===== config.mk =====
export PLATFORM = sky130hd
export DESIGN_NAME = param_step_dec
export DESIGN_NICKNAME = d
export VERILOG_FILES = /design/src/rtl/param_step_dec.sv
export SDC_FILE = /design/constraint.sdc
export NUM_CORES = 1
export LEC_CHECK = 0
export BUFFER_PORTS_ARGS = -buffer_cell sky130_fd_sc_hd__buf_4
export CORE_MARGIN = 1.5
export CORE_UTILIZATION = 45
export CTS_CLUSTER_DIAMETER = 120
export DETAILED_ROUTE_END_ITERATION = 12
export PLACE_DENSITY = 0.69
export SETUP_SLACK_MARGIN = 0.3
export SLEW_MARGIN = 40
export SYNTH_ARGS = -nofsm -noshare
export SYNTH_HDL_FRONTEND = slang
export SYNTH_SLANG_ARGS = --single-unit

===== constraint.sdc =====
create_clock -name clk -period 2.5 [get_ports clk]
set_input_delay 0.5 -clock clk [delete_from_list [all_inputs] [get_ports clk]]
set_output_delay 0.5 -clock clk [all_outputs]
set_load 0.005 [all_outputs]

===== src/rtl/param_step_dec.sv =====
// Handshaked decrement stage: subtracts a signed STEP from each accepted word and
// buffers {result, wrap} in a 2-entry FIFO. Define PARAM_STEP_DEC_SAT_EN to saturate.
module param_step_dec #(
    parameter int unsigned WIDTH = 4,
    parameter int          STEP  = 1
) (
    input  logic             clk,
    input  logic             rst,
    input  logic             in_valid,
    output logic             in_ready,
    input  logic [WIDTH-1:0] in_data,
    output logic             out_valid,
    input  logic             out_ready,
    output logic [WIDTH-1:0] out_data,
    output logic             out_wrap,
    output logic [1:0]       count
);

    // Wide enough that in_data - STEP never overflows for any 32-bit STEP.
    localparam int unsigned EXT_W = WIDTH + 34;
    localparam int unsigned DEPTH = 2;
    localparam logic signed [EXT_W-1:0] STEP_EXT = EXT_W'(STEP);
    localparam logic [WIDTH-1:0] DATA_MAX = '1;
    localparam logic [1:0] CNT_FULL = 2'd2;
    localparam logic [1:0] CNT_EMPTY = 2'd0;

    logic signed [EXT_W-1:0] diff_c;
    logic [WIDTH-1:0]        res_data_c;
    logic                    res_wrap_c;

    logic [WIDTH-1:0] mem_data [DEPTH];
    logic             mem_wrap [DEPTH];
    logic             wr_ptr;
    logic             rd_ptr;
    logic             push_c;
    logic             pop_c;

    // Exact signed difference; any non-zero bit above WIDTH means out of range.
    always_comb begin
        diff_c     = $signed({{(EXT_W-WIDTH){1'b0}}, in_data}) - STEP_EXT;
        res_wrap_c = |diff_c[EXT_W-1:WIDTH];
`ifdef PARAM_STEP_DEC_SAT_EN
        if (res_wrap_c) begin
            res_data_c = diff_c[EXT_W-1] ? '0 : DATA_MAX;
        end else begin
            res_data_c = diff_c[WIDTH-1:0];
        end
`else
        res_data_c = diff_c[WIDTH-1:0];
`endif
    end

    always_comb begin
        in_ready  = (count != CNT_FULL);
        out_valid = (count != CNT_EMPTY);
        push_c    = in_valid && in_ready;
        pop_c     = out_valid && out_ready;
        out_data  = out_valid ? mem_data[rd_ptr] : '0;
        out_wrap  = out_valid ? mem_wrap[rd_ptr] : 1'b0;
    end

    // Entry storage, written at the write pointer on push.
    always_ff @(posedge clk or posedge rst) begin
        if (rst) begin
            for (int i = 0; i < int'(DEPTH); i++) begin
                mem_data[i] <= '0;
                mem_wrap[i] <= 1'b0;
            end
        end else if (push_c) begin
            mem_data[wr_ptr] <= res_data_c;
            mem_wrap[wr_ptr] <= res_wrap_c;
        end
    end

    // Pointers and occupancy; simultaneous push and pop leaves count unchanged.
    always_ff @(posedge clk or posedge rst) begin
        if (rst) begin
            wr_ptr <= 1'b0;
            rd_ptr <= 1'b0;
            count  <= CNT_EMPTY;
        end else begin
            if (push_c) begin
                wr_ptr <= ~wr_ptr;
            end
            if (pop_c) begin
                rd_ptr <= ~rd_ptr;
            end
            case ({push_c, pop_c})
                2'b10:   count <= count + 2'd1;
                2'b01:   count <= count - 2'd1;
                default: count <= count;
            endcase
        end
    end

endmodule


==> impl_metrics.xml <==
<?xml version="1.0" encoding="UTF-8"?>
<metrics>
  <group name="sta">
    <metric name="relSlewSlack" unit="%">64.85</metric>
    <metric name="timing_worst_slew_pin_value" unit="ps">526.7</metric>
    <metric name="rsz0062_at_grt" unit="">no</metric>
    <metric name="max_clock_freq" unit="GHz">0.5234</metric>
    <metric name="final-setup-viol-count" unit="">0</metric>
    <metric name="final.setup.tns" unit="ps">0</metric>
    <metric name="crit_path_time_final" unit="ps">1911</metric>
    <metric name="finalHoldViolations" unit="">0</metric>
    <metric name="timing.final.crit_share" unit="%">76.43</metric>
    <metric name="clock_skew" unit="ps">6.632</metric>
    <metric name="final_max_slew_viol_count" unit="">0</metric>
  </group>
  <group name="floorplan">
    <metric name="core" unit="sq um">1524</metric>
    <metric name="floorplan.rows" unit="">14</metric>
    <metric name="die_height" unit="um">43.40</metric>
    <metric name="start_util" unit="%">48.19</metric>
    <metric name="ioPinCount" unit="">17</metric>
    <metric name="floorplan.die_area" unit="sq um">1884</metric>
    <metric name="die_x" unit="um">43.40</metric>
  </group>
  <group name="place">
    <metric name="place.gp.congestion" unit="">0.7147</metric>
    <metric name="hpwlAfterDp" unit="um">921.9</metric>
    <metric name="port_buffers" unit="">16</metric>
  </group>
  <group name="run">
    <metric name="maxCapViolCount" unit="">0</metric>
  </group>
  <group name="yosys">
    <metric name="syn-cell-area" unit="sq um">734.5</metric>
    <metric name="synthesis.instances" unit="">60</metric>
    <metric name="synth.net_count" unit="">70</metric>
    <metric name="synth_seq_area_share" unit="%">47.70</metric>
    <metric name="avgSynthCellArea" unit="sq um">12.24</metric>
    <metric name="fraction_of_registers_with_async_set_reset" unit="%">100.0</metric>
    <metric name="synth_cell_type_count" unit="">18</metric>
    <metric name="synth_edf_count" unit="">0</metric>
    <metric name="ys_seq_elements" unit="">14</metric>
    <metric name="ys_dominant_reg_cell" unit="">sky130_fd_sc_hd__dfrtp_1</metric>
    <metric name="yosys_warnings" unit="">0</metric>
  </group>
  <group name="pwr">
    <metric name="share_comb_of_total_power" unit="%">47.3</metric>
    <metric name="total_leakage_power" unit="nW">0.4661</metric>
    <metric name="power-per-cell-area" unit="nW/um^2">1252</metric>
    <metric name="vdd_ir_drop_max" unit="V">0.0007036</metric>
    <metric name="fin_total_pwr" unit="mW">1.122</metric>
    <metric name="share_of_total_power_consumed_by_net_switching" unit="%">32.70</metric>
    <metric name="clockPowerShare" unit="%">14.1</metric>
    <metric name="intPower" unit="mW">0.7548</metric>
    <metric name="seq_power_share" unit="%">38.6</metric>
    <metric name="net-switching-power" unit="mW">0.3667</metric>
  </group>
  <group name="critical_path">
    <metric name="worst_flop_to_flop_path_startpoint" unit="">count[1]</metric>
    <metric name="end_kind" unit="">primary output</metric>
    <metric name="setup.worst_path.class" unit="">flip-flop to primary output</metric>
    <metric name="crit_path_max_fanout" unit="">7</metric>
    <metric name="timing.critical_path.arrival" unit="ps">1410</metric>
    <metric name="setup.worst_path.start_class" unit="">flip-flop</metric>
    <metric name="cp_data_required_time" unit="ps">2000</metric>
    <metric name="crit_path_start" unit="">count[1]</metric>
  </group>
  <group name="grt">
    <metric name="wire_length_of_the_first_global_routing_pass" unit="mm">2.090</metric>
    <metric name="grt_util_all_layers" unit="%">16.00</metric>
    <metric name="grt_start_max_net_pins" unit="">15</metric>
    <metric name="grt-ovfl-total" unit="">0</metric>
    <metric name="antenna_found_initial" unit="">0</metric>
    <metric name="number_of_global_route_vias_before_repair" unit="">499</metric>
  </group>
  <group name="clocking">
    <metric name="clk_latency" unit="ps">280</metric>
    <metric name="postCtsSetupRepairBufs" unit="">0</metric>
    <metric name="ctsHoldBuffers" unit="">0</metric>
    <metric name="numClockSinks" unit="">14</metric>
    <metric name="cts_repair_resize_count" unit="">0</metric>
    <metric name="clockBufferDepth" unit="">2</metric>
    <metric name="total_cts_buffers" unit="">3</metric>
    <metric name="cts.htree.levels" unit="">1</metric>
    <metric name="clk_pin_slew_worst_paths" unit="ps">80</metric>
    <metric name="cts_tree" unit="">built</metric>
    <metric name="clock-root-buffer" unit="">sky130_fd_sc_hd__clkbuf_4</metric>
  </group>
  <group name="final_layout">
    <metric name="nets" unit="">89</metric>
    <metric name="final.fill_count" unit="">142</metric>
    <metric name="leading_cell_type_in_the_layout_fill_and_taps_excluded" unit="">sky130_fd_sc_hd__buf_4</metric>
    <metric name="areaGrowthSynthToFinish" unit="%">21.98</metric>
    <metric name="most-common-layout-cells" unit="">16 x sky130_fd_sc_hd__buf_4, 14 x sky130_fd_sc_hd__dfrtp_1, 7 x sky130_fd_sc_hd__nor2_1, 7 x sky130_fd_sc_hd__mux2i_1, 6 x sky130_fd_sc_hd__inv_1</metric>
    <metric name="num_antenna_cells" unit="">0</metric>
    <metric name="area_occupied_by_multi_input_gates" unit="sq um">346.6</metric>
    <metric name="seq_area" unit="sq um">350.3</metric>
    <metric name="share_of_cells_above_drive_strength_1" unit="%">39.74</metric>
  </group>
  <group name="detailed_routing">
    <metric name="ant_nets" unit="">0</metric>
    <metric name="drtIter0Drc" unit="">8</metric>
    <metric name="wl_per_cell" unit="um">12.80</metric>
    <metric name="totalWireLength" unit="mm">1.203</metric>
    <metric name="num_vias" unit="">451</metric>
    <metric name="detail_route.vias_per_cell" unit="">4.798</metric>
    <metric name="drc" unit="">0</metric>
    <metric name="detailedRoute.firstPassIterationCount" unit="">2</metric>
  </group>
  <group name="worst_hold_path">
    <metric name="min_path_type" unit="">input port to asynchronous set/reset pin</metric>
  </group>
  <group name="outcome">
    <metric name="run_status" unit="">complete, no violations</metric>
  </group>
</metrics>
==> power groups by stage <==
stage / combinational [mW] / sequential (mW) / clock (mW)
after detailed placement: 0.537 / 0.438 / 0
after global placement: 0.533 / 0.434 / 0
after global routing: 0.581 / 0.450 / 0.177
after CTS: 0.542 / 0.434 / 0.166
after floorplan: 0.379 / 0.401 / 0
final: 0.530 / 0.433 / 0.159
==> worst max-delay path, cell delays in order (launching register included) <==
cell and delay [ps]:
sky130_fd_sc_hd__dfrtp_1 450, sky130_fd_sc_hd__nor2_1 410, sky130_fd_sc_hd__nor2_1 120, sky130_fd_sc_hd__buf_4 160
==> path summary, 6_finish.rpt <==
path / to / slack, ps / depth (start not counted)
max in group asynchronous: count[0] / 1890 / 2
max reg2reg: count[1] / 800 / 5
max: out_data[1] / 590 / 3
min in group clk: wr_ptr / 500 / 1
min reg2reg: wr_ptr / 500 / 1
min: rd_ptr / 250 / 2
==> cell usage after synthesis, types with 2 or more instances <==
cell / count / share of area, %
sky130_fd_sc_hd__dfrtp_1: 14 / 48
sky130_fd_sc_hd__ha_1: 2 / 3.4
sky130_fd_sc_hd__inv_1: 6 / 3.1
sky130_fd_sc_hd__mux2_2: 4 / 6.1
sky130_fd_sc_hd__mux2_4: 4 / 8.2
sky130_fd_sc_hd__mux2i_1: 7 / 9.5
sky130_fd_sc_hd__nor2_1: 7 / 3.6
sky130_fd_sc_hd__xnor2_1: 3 / 3.6
sky130_fd_sc_hd__xor2_1: 4 / 4.8
==> sequential cells by signal (all words and copies together), names as in the netlist <==
register	cells
count	2
rd_ptr	1
mem_wrap	2
wr_ptr	1
mem_data	8
==> through the flow <==
stage	std cells	cell area (sq um)	setup slack, ps	hold slack, ps	util [%]
after global placement	90	859.6	866.2	478.3	56.40
after global routing	94	895.9	421.6	286.5	58.78
after floorplan	60	734.5	996.9	389.2	-
final	94	895.9	589.3	250.7	58.78
after CTS	94	895.9	548.7	263.7	58.78
after detailed placement	90	859.6	784.8	489.4	56.40
==> cells by family after synthesis <==
group         Yosys count  share of synthesized area (%)
xor+xnor                7                          8.348
buf+inv                 8                          5.110
simple gates           14                          11.58
flops                  14                          47.70
mux                    15                          23.85
fa+ha+maj               2                          3.407
==> cell type report <==
class | count | area share [%]
Sequential cell | 14 | 39.11
Multi-Input combinational cell | 38 | 38.69
Timing Repair Buffer | 16 | 13.41
Clock buffer | 4 | 4.050
Inverter | 6 | 2.514
Tap cell | 16 | 2.235
==> layer usage <==
metal	routed length (um)	up-vias	GRT usage [%]
li1	-	230	-
met1	506	209	17.34
met2	603	10	26.27
met3	75	2	7.917
met4	18	0	7.273
met5	0	-	0
No activity file was read; power rests on OpenSTA's default activity.
